==> src/rtl/ifc_z_collector.sv <==
// Windowed Z-sample collector: accumulates WIN samples per window and emits a
// registered {sum, max, index} record. Optional saturation: IFC_Z_COLLECTOR_SAT_EN.
module ifc_z_collector #(
    parameter int DATA_W = 8,
    parameter int SUM_W  = 16,
    parameter int WIN    = 4,
    parameter int IDX_W  = 8
) (
    input  logic              CLK,
    input  logic              RST_N,
    input  logic [DATA_W-1:0] IN_Z,
    input  logic              IN_VALID,
    output logic              IN_READY,
    output logic [SUM_W-1:0]  OUT_SUM,
    output logic [DATA_W-1:0] OUT_MAX,
    output logic [IDX_W-1:0]  OUT_IDX,
    output logic              OUT_VALID,
    input  logic              OUT_READY,
    output logic              OUT_OVF
);

    localparam int              CNT_W = (WIN > 1) ? $clog2(WIN) : 1;
    localparam logic [CNT_W-1:0] LAST = CNT_W'(WIN - 1);

    typedef enum logic [0:0] {ACC, STALL} state_e;

    state_e            state_q, state_d;
    logic [SUM_W-1:0]  acc_q, acc_d;
    logic [DATA_W-1:0] max_q, max_d;
    logic [CNT_W-1:0]  cnt_q, cnt_d;
    logic [IDX_W-1:0]  win_q, win_d;
    logic [SUM_W-1:0]  sum_q, sum_d;
    logic [DATA_W-1:0] omax_q, omax_d;
    logic [IDX_W-1:0]  idx_q, idx_d;
    logic              vld_q, vld_d;

    logic              is_last, out_hs, in_ready, accept;
    logic [SUM_W-1:0]  acc_next;
    logic [DATA_W-1:0] max_next;

`ifdef IFC_Z_COLLECTOR_SAT_EN
    logic              ovf_q, ovf_d, oovf_q, oovf_d, ovf_next;
    logic [SUM_W:0]    acc_ext;
`endif

    always_comb begin
        is_last  = (cnt_q == LAST);
        out_hs   = vld_q && OUT_READY;
        // Look-ahead: refuse the closing sample while the output record is blocked.
        in_ready = RST_N && (state_q == ACC) && !(is_last && vld_q && !OUT_READY);
        accept   = IN_VALID && in_ready;
        max_next = (IN_Z > max_q) ? IN_Z : max_q;
`ifdef IFC_Z_COLLECTOR_SAT_EN
        acc_ext  = {1'b0, acc_q} + (SUM_W+1)'(IN_Z);
        acc_next = acc_ext[SUM_W] ? '1 : acc_ext[SUM_W-1:0];
        ovf_next = ovf_q | acc_ext[SUM_W];
`else
        acc_next = acc_q + SUM_W'(IN_Z);
`endif
    end

    // NOTE: every _d gets its default first so no path leaves it unassigned (no latches).
    always_comb begin
        state_d = state_q;
        acc_d   = acc_q;
        max_d   = max_q;
        cnt_d   = cnt_q;
        win_d   = win_q;
        sum_d   = sum_q;
        omax_d  = omax_q;
        idx_d   = idx_q;
        vld_d   = vld_q;
`ifdef IFC_Z_COLLECTOR_SAT_EN
        ovf_d   = ovf_q;
        oovf_d  = oovf_q;
`endif

        if (accept && is_last) begin
            sum_d  = acc_next;
            omax_d = max_next;
            idx_d  = win_q;
            win_d  = win_q + IDX_W'(1);
            vld_d  = 1'b1;
            acc_d  = '0;
            max_d  = '0;
            cnt_d  = '0;
`ifdef IFC_Z_COLLECTOR_SAT_EN
            oovf_d = ovf_next;
            ovf_d  = 1'b0;
`endif
        end else begin
            if (accept) begin
                acc_d = acc_next;
                max_d = max_next;
                cnt_d = cnt_q + CNT_W'(1);
`ifdef IFC_Z_COLLECTOR_SAT_EN
                ovf_d = ovf_next;
`endif
            end
            if (out_hs) vld_d = 1'b0;
        end

        case (state_q)
            ACC:     if (is_last && IN_VALID && vld_q && !OUT_READY) state_d = STALL;
            STALL:   if (OUT_READY) state_d = ACC;
            default: state_d = ACC;
        endcase
    end

    // NOTE: sequential state uses non-blocking assignments; reset is synchronous, sampled on CLK.
    always_ff @(posedge CLK) begin
        if (!RST_N) begin
            state_q <= ACC;
            acc_q   <= '0;
            max_q   <= '0;
            cnt_q   <= '0;
            win_q   <= '0;
            sum_q   <= '0;
            omax_q  <= '0;
            idx_q   <= '0;
            vld_q   <= 1'b0;
`ifdef IFC_Z_COLLECTOR_SAT_EN
            ovf_q   <= 1'b0;
            oovf_q  <= 1'b0;
`endif
        end else begin
            state_q <= state_d;
            acc_q   <= acc_d;
            max_q   <= max_d;
            cnt_q   <= cnt_d;
            win_q   <= win_d;
            sum_q   <= sum_d;
            omax_q  <= omax_d;
            idx_q   <= idx_d;
            vld_q   <= vld_d;
`ifdef IFC_Z_COLLECTOR_SAT_EN
            ovf_q   <= ovf_d;
            oovf_q  <= oovf_d;
`endif
        end
    end

    assign IN_READY  = in_ready;
    assign OUT_SUM   = sum_q;
    assign OUT_MAX   = omax_q;
    assign OUT_IDX   = idx_q;
    assign OUT_VALID = vld_q;
`ifdef IFC_Z_COLLECTOR_SAT_EN
    assign OUT_OVF   = oovf_q;
`else
    assign OUT_OVF   = 1'b0;
`endif

endmodule

==> config.mk <==
export PLATFORM = sky130hd
export DESIGN_NAME = ifc_z_collector
export DESIGN_NICKNAME = d
export VERILOG_FILES = /design/src/rtl/ifc_z_collector.sv
export SDC_FILE = /design/constraint.sdc
export NUM_CORES = 1
export LEC_CHECK = 0
export CAP_MARGIN = 20
export CORE_MARGIN = 2
export CORE_UTILIZATION = 55
export DETAILED_ROUTE_END_ITERATION = 8
export PLACE_DENSITY = 0.92
export RECOVER_POWER = 50
export SYNTH_ARGS = -nofsm -noshare
export SYNTH_HDL_FRONTEND = slang
export SYNTH_SLANG_ARGS = --single-unit
==> constraint.sdc <==
create_clock -name CLK -period 2.3 [get_ports CLK]
set_input_delay 0.345 -clock CLK [delete_from_list [all_inputs] [get_ports CLK]]
set_output_delay 0.345 -clock CLK [all_outputs]
set_load 0.02 [all_outputs]
==> metrics.md <==
| Metric | Value |
|---|---|
| Outcome | `finished, violations left` |
| Failing checks | `design-rule violations` |
| Clock skew | `0.00750 ns` |
| Synth Area in Simple Gates | `0.205` |
| Startpoint types | `primary input` |
| Internal | `2120 uW` |
| RSZ-0062 raised after global routing | `false` |
| Clock period minus worst slack | `2.24 ns` |
| Area of the multi-input gates | `2060 um2` |
| Die height | `between 80 and 90 um` |
| Net Count, Synth | `463` |
| Hold-fix buffers at CTS | `0` |
| Ys Warns | `0` |
| ANT nets after route | `0` |
| First-pass GRT wire length | `16.0 mm` |
| GRT Total Usage | `0.274` |
| Clk pwr share | `0.436` |
| Comb power frac | `0.136` |
| FF/Latch Area | `1360 um2` |
| Setup_tns | `0 ns` |
| DR pass1 iterations | `7` |
| Mux contribution to synthesized area | `0.0336` |
| Vias in the first global route | `3394` |
| I/O pins | `47` |
| Core area | `6310 um2` |
| Total CTS buffers | `9` |
| Unique masters post-synth | `between 50 and 60` |
| Vias per std cell | `slightly above 6` |
| Dpl ws | `-0.353 ns` |
| H-tree lvl count | `3` |
| Area share of fa/ha/maj cells after synthesis | `0.0687` |
| Post_cts resized | `0` |
| Antenna cells | `0` |
| Cell area after synthesis | `3570 um2` |
| Layout Utilization | `0.732` |
| DRC errors left | `1` |
| Post-synth EDFFs | `0` |
| WL final | `roughly 9.8 mm` |
| Die X | `84.6 um` |
| Bufs and invs on worst path | `1` |
| Max cap viols | `0` |
| Max rail drop VDD | `roughly 430 uV` |
| Starting Density | `0.566` |
| Fmax | `446 MHz` |
| Switching share of power | `0.254` |
| Worst skew pair latency | `between 0.3 and 0.4 ns` |
| Deepest clock path buffer count | `2` |
| Sw Pwr | `just over 700 uW` |
| Maximum number of pins on one net before global-route repair | `44` |
| Syn-to-layout area delta | `29.4%` |
| CP endpoint kind | `flip-flop` |
| Ys flop type | `dfxtp_1` |
| Cells after Synth | `approximately 430` |
| CP arrival | `2.52 ns` |
| Slew @ Worst Pin | `about 0.83 ns` |
| Die area | `7150 um2` |
| DP Area | `~4400 um2` |
| Ys async rst share | `0` |
| # setup viols final | `0` |
| Root Driver | `clkbuf_8` |
| XOR/XNOR Fraction of Synth Area | `0.0343` |
| Setup ws final | `around 0.058 ns` |
| Critical path cell sequence | `clkdlybuf4s50_1, ha_1, and2_1, a221o_1, o21ai_0, nand3_1, a21boi_0` |
| Slowest stage delay, CP | `0.43 ns` |
| CTS tree | `yes` |
| Grt ovf | `0` |
| Endpoints failing hold | `0` |
| DPL Wire Length | `~6.7 mm` |
| CTS clk-pin slew, worst paths | `0.07 ns` |
| Slew Limit Fails | `0` |
| Initial DRC count | `266` |
| Compound-Gate Fraction of Synth Area | `0.233` |
| Vias | `3603` |
| LEAKAGE | `around 0.0018 uW` |
| Total power | `2840 uW` |
| Placer congestion estimate | `approximately 0.90` |
| Synthesized flop and latch total | `68` |
| Crit path kind | `in -> reg` |
| Max FO, Critical Path | `4` |
| WL/cell | `16.6 um` |
| Port Buffer Count | `45` |
| Power per Cell Area | `615 nW/um2` |
| Delay-heaviest family, CP | `compound AO/OA/AOI/OAI gates` |
| Row Count | `29` |
| Nets | `538` |
| Layout Cell Area excl Fill | `4620 um2` |
| Sequential share of power | `0.428` |
| Post-synthesis sequential area ratio | `0.381` |
| Clock sink count | `68` |
| Hold crit path type | `in -> reg` |
| CP required | `between 2 and 3 ns` |
| Period utilization | `0.975` |
| Rel. slew slack | `0.449` |
| Largest family of logic cells by synthesized area | `compound AO/OA/AOI/OAI gates` |
| Layout cells sized above 1 | `0.133` |
| Post-CTS setup buffers | `0` |
| Syn avg cell area | `about 8.3 um2` |
| Initial antenna violation count | `0` |
| Filler instances | `425` |
| Crit-path slowest cell | `clkdlybuf4s50_1` |
[cells in the mapped netlist (2+ instances only)]
| master | count | area share |
|---|---|---|
| nor3b_1 | 2 | 0.0042 |
| o21ai_0 | 28 | 0.039 |
| o31ai_1 | 2 | 0.0042 |
| nand4_1 | 7 | 0.012 |
| xnor2_1 | 12 | 0.029 |
| a21oi_1 | 29 | 0.041 |
| and3_1 | 2 | 0.0035 |
| nand2b_1 | 4 | 0.0070 |
| o21ai_1 | 4 | 0.0056 |
| clkbuf_1 | 22 | 0.023 |
| nor3_1 | 3 | 0.0042 |
| o311ai_0 | 3 | 0.0074 |
| nand2_1 | 76 | 0.080 |
| nand4b_1 | 2 | 0.0049 |
| xor2_1 | 2 | 0.0049 |
| o21bai_1 | 2 | 0.0042 |
| inv_1 | 10 | 0.011 |
| or4_1 | 2 | 0.0042 |
| dfxtp_1 | 68 | 0.38 |
| ha_1 | 18 | 0.063 |
| o211ai_1 | 2 | 0.0042 |
| buf_4 | 2 | 0.0042 |
| nor2_1 | 10 | 0.011 |
| a2111o_1 | 3 | 0.0095 |
| and2_1 | 8 | 0.014 |
| a21o_1 | 7 | 0.015 |
| a211o_1 | 5 | 0.012 |
| a211oi_1 | 7 | 0.015 |
| mux2i_1 | 12 | 0.034 |
| nor2b_1 | 5 | 0.0088 |
| a31oi_1 | 14 | 0.025 |
| and4_1 | 2 | 0.0049 |
| a21boi_0 | 15 | 0.032 |
| or3_1 | 3 | 0.0053 |
| nand3_1 | 21 | 0.029 |
[kinds of logic (layout without fill, tap and decap cells)]
kind of cell | after synthesis | count (layout)
fa+ha+maj | 19 | 19
flops | 68 | 68
simple gates | 152 | 152
xor+xnor | 14 | 14
compound gates | 129 | 129
mux | 12 | 12
other cells | 1 | 1
buf+inv | 37 | 117
[worst reg2reg max path: cells and delay by family (launching register included)]
family,cells,cell delay (ns)
multiplexers,1,0.17
adder cells (fa/ha/maj),1,0.27
flip-flops,1,0.33
AND/OR/NAND/NOR,4,1.30
[power by group through the flow]
stage | clock network (uW) | logic [uW] | registers, uW
global placement | 0 | 350 | 1240
floorplan | 0 | 218 | 1240
global route | 1270 | 416 | 1220
detailed placement | 0 | 367 | 1240
finish | 1240 | 387 | 1220
CTS | 1240 | 377 | 1220
[layout by cell type (no fill, tap or decap), types with 4 or more instances in the layout]
cell type	synthesis	routed
a211o_1	5	5
a211oi_1	7	7
a21boi_0	15	15
a21o_1	7	7
a21oi_1	29	28
a31oi_1	14	14
and2_1	8	5
buf_4	2	41
clkbuf_8	0	10
clkdlybuf4s50_1	0	9
dfxtp_1	68	68
dlygate4sd3_1	0	34
ha_1	18	17
inv_1	10	10
mux2i_1	12	12
nand2_1	76	76
nand2b_1	4	4
nand3_1	21	21
nand4_1	7	7
nor2_1	10	10
nor2b_1	5	5
o21ai_0	28	28
o21ai_1	4	4
xnor2_1	12	12
[metal layers]
layer | vias up | global-route usage | share of wire
li1 | 1705 | - | -
met1 | 1703 | 0.349 | 0.42
met2 | 169 | 0.472 | 0.49
met3 | 26 | 0.0482 | 0.071
met4 | 0 | 0.0880 | 0.023
met5 | - | 0 | 0
[sequential cells by signal (all words and copies together), names as in the netlist]
| register | flops |
|---|---|
| OUT_VALID | 1 |
| OUT_IDX | 8 |
| state_q | 1 |
| OUT_SUM | 16 |
| win_q | 8 |
| OUT_MAX | 8 |
| max_q | 8 |
| acc_q | 16 |
| cnt_q | 2 |
[worst paths after layout]
path                           startpoint                 endpoint  slack, ns  cells after the start
setup reg to reg    cnt_q[0]$_SDFFE_PP0P_    max_q[4]$_SDFFE_PP0P_       0.16                      6
setup / recovery                  IN_Z[4]  OUT_SUM[5]$_SDFFE_PN0P_       0.06                      7
hold reg to reg   OUT_IDX[4]$_SDFFE_PN0P_  OUT_IDX[4]$_SDFFE_PN0P_       0.47                      2
hold / removal                    IN_Z[0]    max_q[0]$_SDFFE_PP0P_       0.35                      3
[stage by stage]
step,hold slack [ns],std cells
after floorplan,0.421,432
after global placement,0.443,573
after detailed placement,0.457,573
after CTS,0.468,589
after global routing,0.366,589
final,0.349,589
[final cells by class]
type | count | share of cell area
multi-input combinational | 327 | 0.446
inverter | 10 | 0.00812
timing repair buffer | 91 | 0.177
clock buffer | 10 | 0.0298
tap | 77 | 0.0208
sequential | 68 | 0.295
clock inverter | 6 | 0.0241
(Power assumes the default switching activity.)
